$ cat config.mk
export PLATFORM = sky130hd
export DESIGN_NAME = fifo_burst_reader
export DESIGN_NICKNAME = d
export VERILOG_FILES = /design/src/rtl/fifo_burst_reader.sv
export SDC_FILE = /design/constraint.sdc
export NUM_CORES = 1
export LEC_CHECK = 0
export ABC_AREA = 1
export BUFFER_PORTS_ARGS = -buffer_cell sky130_fd_sc_hd__buf_4
export CAP_MARGIN = 0
export CELL_PAD_IN_SITES_DETAIL_PLACEMENT = 2
export CELL_PAD_IN_SITES_GLOBAL_PLACEMENT = 2
export CORE_ASPECT_RATIO = 1.4
export CORE_MARGIN = 2
export CORE_UTILIZATION = 29
export DETAILED_ROUTE_END_ITERATION = 8
export PLACE_DENSITY = 0.83
export SLEW_MARGIN = 30
export SYNTH_ARGS = -nofsm -noshare
export SYNTH_HDL_FRONTEND = slang
export SYNTH_SLANG_ARGS = --single-unit
$ cat constraint.sdc
create_clock -name clock -period 2.6 [get_ports clock]
set_input_delay 0.26 -clock clock [delete_from_list [all_inputs] [get_ports clock]]
set_output_delay 0.26 -clock clock [all_outputs]
set_load 0.005 [all_outputs]
$ cat src/rtl/fifo_burst_reader.sv
// fifo_burst_reader: drains a FWFT FIFO into page-bounded DMA write bursts.
// Optional timeout drain of sub-threshold residue: define FIFO_BURST_TIMEOUT_EN.
module fifo_burst_reader #(
  parameter int BURST      = 16,
  parameter int PAGE_WORDS = 512,
  parameter int TIMEOUT    = 1024
) (
  input  logic        clock,
  input  logic        reset_n,
  input  logic [63:0] f_data,
  input  logic        f_valid,
  input  logic        f_almost_empty,
  output logic        f_read,
  input  logic [63:0] page_addr,
  input  logic        page_valid,
  output logic        page_ready,
  output logic        page_done,
  output logic        req,
  input  logic        req_ack,
  output logic [63:0] req_addr,
  output logic [4:0]  req_len,
  output logic [63:0] o_data,
  output logic        o_valid,
  input  logic        o_ready,
  output logic [31:0] words_total
);
  localparam int OW = $clog2(PAGE_WORDS) + 1;

  typedef enum logic [1:0] {S_IDLE, S_REQ, S_DATA} state_t;

  state_t        r_state;
  state_t        w_state_next;
  logic [63:0]   r_page_base;
  logic          r_page_loaded;
  logic          r_page_done;
  logic [OW-1:0] r_offset;
  logic [63:0]   r_req_addr;
  logic [4:0]    r_req_len;
  logic [4:0]    r_beat;
  logic [31:0]   r_words_total;

  logic [OW-1:0] w_remain;
  logic [4:0]    w_start_len;
  logic          w_start_full;
  logic          w_start_short;
  logic          w_start;
  logic          w_last_beat;
  logic          w_page_take;

  if (BURST < 1 || BURST > 16) begin : g_bad_burst
    $error("BURST must be in 1..16");
  end
  if ((PAGE_WORDS & (PAGE_WORDS - 1)) != 0 || (PAGE_WORDS % BURST) != 0) begin : g_bad_page
    $error("PAGE_WORDS must be a power of 2 and a multiple of BURST");
  end
  if (TIMEOUT < 1) begin : g_bad_timeout
    $error("TIMEOUT must be at least 1");
  end

  // A page is never left full while loaded, so the remainder is always >= 1.
  assign w_remain     = OW'(PAGE_WORDS) - r_offset;
  assign w_start_full = r_page_loaded & f_valid & ~f_almost_empty;
  assign w_start      = w_start_full | w_start_short;
  assign w_start_len  = w_start_full ?
                        ((w_remain >= OW'(BURST)) ? 5'(BURST) : 5'(w_remain)) : 5'd1;
  assign w_page_take  = page_valid & page_ready;

  always_ff @(posedge clock or negedge reset_n) begin
    if (!reset_n) r_state <= S_IDLE;
    else          r_state <= w_state_next;
  end

  always_comb begin
    w_state_next = r_state;
    req          = 1'b0;
    o_valid      = 1'b0;
    f_read       = 1'b0;
    w_last_beat  = 1'b0;
    unique case (r_state)
      S_IDLE: if (w_start) w_state_next = S_REQ;
      S_REQ: begin
        req = 1'b1;
        if (req_ack) w_state_next = S_DATA;
      end
      S_DATA: begin
        o_valid = f_valid;
        f_read  = f_valid & o_ready;
        if ((f_valid & o_ready) && (r_beat == r_req_len - 5'd1)) begin
          w_last_beat  = 1'b1;
          w_state_next = S_IDLE;
        end
      end
      default: w_state_next = S_IDLE;
    endcase
  end

  always_ff @(posedge clock or negedge reset_n) begin
    if (!reset_n) begin
      r_page_base   <= '0;
      r_page_loaded <= 1'b0;
      r_page_done   <= 1'b0;
      r_offset      <= '0;
      r_req_addr    <= '0;
      r_req_len     <= '0;
      r_beat        <= '0;
      r_words_total <= '0;
    end else begin
      r_page_done <= 1'b0;
      if (r_state == S_IDLE && w_start) begin
        r_req_addr <= r_page_base + (64'(r_offset) << 3);
        r_req_len  <= w_start_len;
        r_beat     <= '0;
      end else if (f_read) begin
        r_beat <= r_beat + 5'd1;
      end
      if (w_last_beat) begin
        r_words_total <= r_words_total + 32'(r_req_len);
        if (r_offset + OW'(r_req_len) == OW'(PAGE_WORDS)) begin
          r_offset      <= '0;
          r_page_loaded <= 1'b0;
          r_page_done   <= 1'b1;
        end else begin
          r_offset <= r_offset + OW'(r_req_len);
        end
      end else if (w_page_take) begin
        r_page_base   <= page_addr;
        r_page_loaded <= 1'b1;
        r_offset      <= '0;
      end
    end
  end

`ifdef FIFO_BURST_TIMEOUT_EN
  localparam int TW = $clog2(TIMEOUT + 1);

  logic [TW-1:0] r_to_cnt;
  logic          r_to_fired;

  // Once fired, single-word bursts continue until the FIFO runs dry.
  always_ff @(posedge clock or negedge reset_n) begin
    if (!reset_n) begin
      r_to_cnt   <= '0;
      r_to_fired <= 1'b0;
    end else if (!f_valid) begin
      r_to_cnt   <= '0;
      r_to_fired <= 1'b0;
    end else if (r_state == S_IDLE && f_almost_empty && r_page_loaded && !r_to_fired) begin
      if (r_to_cnt == TW'(TIMEOUT - 1)) begin
        r_to_cnt   <= '0;
        r_to_fired <= 1'b1;
      end else begin
        r_to_cnt <= r_to_cnt + 1'b1;
      end
    end else begin
      r_to_cnt <= '0;
    end
  end

  assign w_start_short = r_to_fired & r_page_loaded & f_valid & f_almost_empty;
`else
  assign w_start_short = 1'b0;
`endif

  // page_ready stays low during the page_done cycle so a waiting page loads one cycle later.
  assign page_ready  = ~r_page_loaded & ~r_page_done;
  assign page_done   = r_page_done;
  assign req_addr    = r_req_addr;
  assign req_len     = r_req_len;
  assign o_data      = f_data;
  assign words_total = r_words_total;

endmodule

* Word-level counts from Yosys, hierarchy flattened
Cells that the tools add are included. W data, S select, Z words.
Storage, ports and cells: logic and storage cells 62, bits in registers 184, output and inout bits 170
Cells by class: add/subtract/negate cells 6, magnitude comparators 1, bitwise gates (word level) 9, mux-type cells 21, reduce and logical (&&, ||, !) cells 8, eq/ne operators 8
Operator list (count):
- $add A64 B13 Y64 | 1
- $add A32 B5 Y32 | 1
- $mux W10 | 3
- $mux W5 | 4
- $add A10 B5 Y10 | 1
- $eq A10 B10 Y1 const B | 1
- $ge A10 B5 Y1 const B | 1
- $mux W1 | 10
- $sub A10 B10 Y10 const A | 1
- $mux W2 | 3
- $ne A2 B2 Y1 const B | 3
- $pmux W2 S3 | 1
- $add A5 B1 Y5 const B | 1
- $and A1 B1 Y1 | 5
- $eq A5 B5 Y1 | 1
- $sub A5 B1 Y5 const B | 1
- $not A1 Y1 | 4
- $reduce_and A2 Y1 | 2
- $reduce_bool A2 Y1 | 2
- $reduce_and A3 Y1 | 1
- $eq A2 B1 Y1 const B | 1
- $eq A2 B2 Y1 const B | 1
- $logic_and A1 B1 Y1 | 2
- $logic_not A2 Y1 | 1
- $ne A2 B1 Y1 const B | 1

* Longest topological paths before layout
depth in word-level cells 7, depth in mapped cells 15, mapped depth without buffers 15

* Worst setup path before layout
No wires, ideal clock.
path type reg-to-reg, start register r_req_len[0] (netlist: req_len[0]), end register r_words_total[14] (netlist: words_total[14]), stages on the path, launching flop included 13, arrival time 1.916 ns, slack 0.568 ns, path buffers 0, setup time 0.117 ns, path through dfrtp_1 ha_1 fa_1 nand3_1 nand3_1 a21oi_2 nor2_4 nand2_1 nor2_1 nand2_1 nand2_1 inv_1 nor2_1
On the way: word-level cells in the longest chain between the ends 5, elaborated cells between the ends (all ways) 6, classes of those cells add/sub (2); eq/ne (1); mux (2); reduce/logical (1)
RTL lines:
- start, declared | RTL line 38 | logic [4:0] r_req_len;
- start signal, assigned | RTL line 111 | r_req_len <= w_start_len;
- $sub A5 B1 Y5 | RTL line 88 | if ((f_valid & o_ready) && (r_beat == r_req_len - 5'd1)) begin
- $eq A5 B5 Y1 | RTL line 88
- $logic_and A1 B1 Y1 | RTL line 88
- $mux W1 | RTL line 88
- $mux W1 | RTL line 79 | unique case (r_state)
- end signal, assigned | RTL line 117 | r_words_total <= r_words_total + 32'(r_req_len);
- end, declared | RTL line 40 | logic [31:0] r_words_total;
Parallel ways exist; a longest one is shown, timed or not. A chain may end at the register's enable or synchronous reset.

* Worst setup path after layout
start register r_page_base[6], end register r_req_addr[24] (netlist: req_addr[24])
On the way: word-level cells in the longest chain between the ends 1
RTL lines:
- start, declared | RTL line 33 | logic [63:0] r_page_base;
- start signal, assigned | RTL line 126 | r_page_base <= page_addr;
- $add A64 B13 Y64 | RTL line 110 | r_req_addr <= r_page_base + (64'(r_offset) << 3);
- end signal, assigned | RTL line 110
- end, declared | RTL line 37 | logic [63:0] r_req_addr;
No other way between the ends.

==> flow_metrics.tcl <==
set metrics [dict create \
    slew-limit-headroom_pct 52.2 \
    vias 11900 \
    layout_commonest_cell "nand2_1" \
    finalHoldViolCount 0 \
    grtUsageTotal_pct 25.1 \
    p_per_area_nw_per_um2 868 \
    type_of_origin_of_the_critical_path "flop" \
    r2r_end "req_addr[24]" \
    synth_cell_types 42 \
    synth-xor-area-share_pct 2.73 \
    synth_simple_gate_area_share_pct 36.0 \
    timing.hold.ws_ns 0.0292 \
    worst_r2r_path_depth 9 \
    criticalPathCategory "reg2reg" \
    filler_cell_count 4756 \
    synth_seq_cells 184 \
    clockBufferDepth 2 \
    number_of_standard_cells_after_synthesis 1659 \
    synth_adder_area_share_pct 3.12 \
    commonest_cells_after_routing_fill_and_taps_aside "nand2_1 (558), buf_4 (203), dfrtp_1 (184), inv_1 (177), nor2_1 (167)" \
    post_synth_instance_area_um2 11600 \
    postSynth.topFlopCell "dfrtp_1" \
    finalWeightedCongestion 0.932 \
    dp_hpwl_mm 40.1 \
    global_route_total_overflow 0 \
    grt_pass1_vias 13700 \
    layout-drive-gt1-share_pct 15.1 \
    port_buffers 176 \
    top_signal_layer_used "met4" \
    crit_path_max_fanout 16 \
    multiInputGateArea_um2 5650 \
    worst-slew-pin-transition_ns 0.712 \
    drt.antenna.violating_nets 0 \
    status "finished, final reports clean" \
    cts_tree "yes" \
    global_route_wire_length_before_repair_mm 79.8 \
    clock.fmax_mhz 406 \
    final_period_minus_worst_setup_slack_ns 2.46 \
    final_min_period_over_clock_period_pct 94.7 \
    fin_worst_skew_ns 0.0127 \
    min_path_type "in2reg" \
    fin_cells 2332 \
    ys.warnings.count 0 \
    met3_length_mm 1.35 \
    detailroute.wirelength.met2_mm 28.2 \
    worst_r2r_startpoint "r_page_base[6]" \
    num_io_pins 305 \
    r2r_setup_slack_ns 0.14 \
    numPlacedInstances 2298 \
    worstPathArrival_ns 2.84 \
    post_synth.cell_area_avg_um2 6.97 \
    starting_density_pct 29.4 \
    die_height_um 240 \
    grt_setup_unrepaired "no" \
    first_iter_violations 477 \
    total_setup_violations_reported_at_the_end_of_the_flow 0 \
    wl_per_cell_um 22.0 \
    layout_area_growth_over_synthesis_pct 20.7 \
    max_cap_violations 0 \
    die_width_um 173 \
    synth-compound-area-share_pct 6.74 \
    insertedDiodeCount 0 \
    die_area_um2 41500 \
    leakage_power_total_uw 0.00757 \
    main_combinational_cell_family_by_area_after_synthesis "simple AND/OR/NAND/NOR gates" \
    postRouteWirelength_mm 51.4 \
    register_area_um2 4600 \
    via_per_inst 5.11 \
    tritoncts_num_sinks 184 \
    row_count 86 \
    tns_ns 0 \
    critical-path-top-cell-by-count "nand2_1" \
    critical-path-max-stage-delay_ns 0.45 \
    crit_path_top_delay_cell "dfrtp_1" \
    timing.critical_path.max_delay_family "simple AND/OR/NAND/NOR gates" \
    final_max_slew_viol_count 0 \
    floorplan.core_area_um2 39400 \
    grt_start_max_net_pins 68 \
    fraction_of_post_synthesis_cell_area_in_the_top_cell_type_by_area_pct 39.8 \
    yosys.area.top_type "dfrtp_1" \
    yosys-top-cells-area "dfrtp_1 (40%), nand2_1 (18%), nand3_1 (6.8%), inv_1 (5.7%), nor2_1 (5.4%)" \
    worstPathCellList "ha_1 -> nand2_1 -> nor2_1 -> inv_1 -> nand2_1 -> nand2_1 -> nand2_2 -> o21ai_0 -> o21ai_0" \
    worst_ir_drop_vdd_mv 0.524 \
    clkTransAtPathRegs_ns 0.08 \
    critical_path.endpoint_type "flop" \
    clk_latency_ns 0.47 \
    critical_path_depth 9 \
    wl_met1_mm 18.9 \
    cts_inserted_buffers 17 \
    firstDrtPassIters 4 \
    cts_root_buffer "clkbuf_16" \
    detail_route.drc_violations 0 \
    multiplexer_share_of_the_synthesized_area_pct 0 \
    post-cts-setup-buffers 0 \
    grt_antenna_before_repair 0 \
    async_flop_share_pct 100 \
    critical_path.endpoint "req_addr[24]" \
    clock_tree.htree_level_count 4 \
    design.final.nets 1953 \
    synth-seq-area-share_pct 39.8 \
    count_of_flip_flops_with_a_built_in_enable_after_synthesis 0 \
    timing.critical_path.required_ns 2.98 \
    number_of_nets_produced_by_synthesis 1821 \
    path_buf_inv 1 \
    setup.worst_path.start "r_page_base[6]" \
]
==> registers in the layout, indices dropped and copies added, names as in the netlist <==
signal,flops
page_done,1
req_addr,64
r_offset,10
r_beat,5
words_total,32
r_page_base,64
req_len,5
r_page_loaded,1
r_state,2
==> layer usage <==
layer / vias to the layer above / GRT usage, %
met2: 285 / 49.0
met5: - / 0
met4: 0 / 14.6
li1: 5484 / -
met1: 6026 / 25.5
met3: 121 / 3.45
==> Yosys cell counts (2+ instances only) <==
| library cell | instances |
|---|---|
| o21bai_1 | 2 |
| nand2_4 | 2 |
| buf_2 | 13 |
| nor4_1 | 2 |
| o22ai_1 | 11 |
| clkbuf_1 | 17 |
| xor2_1 | 21 |
| o21ai_1 | 2 |
| a21oi_2 | 2 |
| inv_1 | 177 |
| nor2_1 | 167 |
| inv_2 | 4 |
| a31oi_1 | 9 |
| ha_1 | 24 |
| fa_1 | 3 |
| o21ai_0 | 54 |
| nand2_1 | 560 |
| buf_4 | 68 |
| xnor2_1 | 15 |
| nor2_4 | 3 |
| and2_1 | 2 |
| or2_2 | 2 |
| nand4_1 | 42 |
| a21oi_1 | 62 |
| nor3b_1 | 4 |
| dfrtp_1 | 184 |
| buf_6 | 2 |
| nand2_2 | 4 |
| nor2_2 | 3 |
| nor3_1 | 25 |
| nand3b_1 | 5 |
| nand3_1 | 158 |
==> where the power goes <==
| group | leakage [µW] | switching (µW) | internal (µW) |
|---|---|---|---|
| registers | 0.00209 | 666 | 3460 |
| logic | 0.00516 | 3050 | 1910 |
| clock network | 0.000320 | 1320 | 1710 |
==> cell families (layout without fill, tap and decap cells) <==
group / count (synthesis) / count (layout)
simple gates: 984 / 984
buf+inv: 282 / 427
flops: 184 / 184
compound gates: 146 / 146
xor+xnor: 36 / 36
fa+ha+maj: 27 / 27
==> how the worst min path moves through the flow <==
stage	from	to	cells after the start
floorplan	reset_n	page_done	0
global placement	reset_n	r_page_base[8]	1
detailed placement	reset_n	r_page_base[8]	1
CTS	page_addr[12]	r_page_base[12]	3
global route	page_addr[8]	r_page_base[8]	3
finish	page_addr[12]	r_page_base[12]	3
==> layout make-up <==
cell class,count,area share [%]
multi-input combinational,1193,40.4
tap,528,4.73
clock inverter,12,1.34
sequential,184,33.0
clock buffer,20,3.34
inverter,181,4.87
timing repair buffer,214,12.3
==> worst reg2reg max path: cells and delay by family (launching register included) <==
kind,cells,cell delay [ns]
AO/OA/AOI/OAI,2,0.40
adder cells (fa/ha/maj),1,0.45
flip-flops,1,0.45
buffers and inverters,1,0.07
AND/OR/NAND/NOR,5,1.00
==> what timing repair did <==
| action | 4_1_cts | 5_1_grt |
|---|---|---|
| hold endpoints to repair | 63 | 0 |
| pin swaps | 0 | 0 |
| resized for setup | 2 | 5 |
| setup endpoints to repair | 2 | 14 |
| hold buffers | 2 | 0 |
==> stage by stage <==
| stage | utilization [%] | worst slack [ns] | power (µW) | area (µm²) |
|---|---|---|---|---|
| detailed placement | 33.7 | 0.0922 | 9010 | 13300 |
| global placement | 33.7 | 0.163 | 8720 | 13300 |
| finish | 35.5 | 0.138 | 12100 | 14000 |
| global route | 35.5 | 0.00626 | 12900 | 14000 |
| floorplan | - | 0.568 | 6730 | 11600 |
| CTS | 35.4 | 0.0359 | 12200 | 13900 |
(Power assumes the default switching activity.)
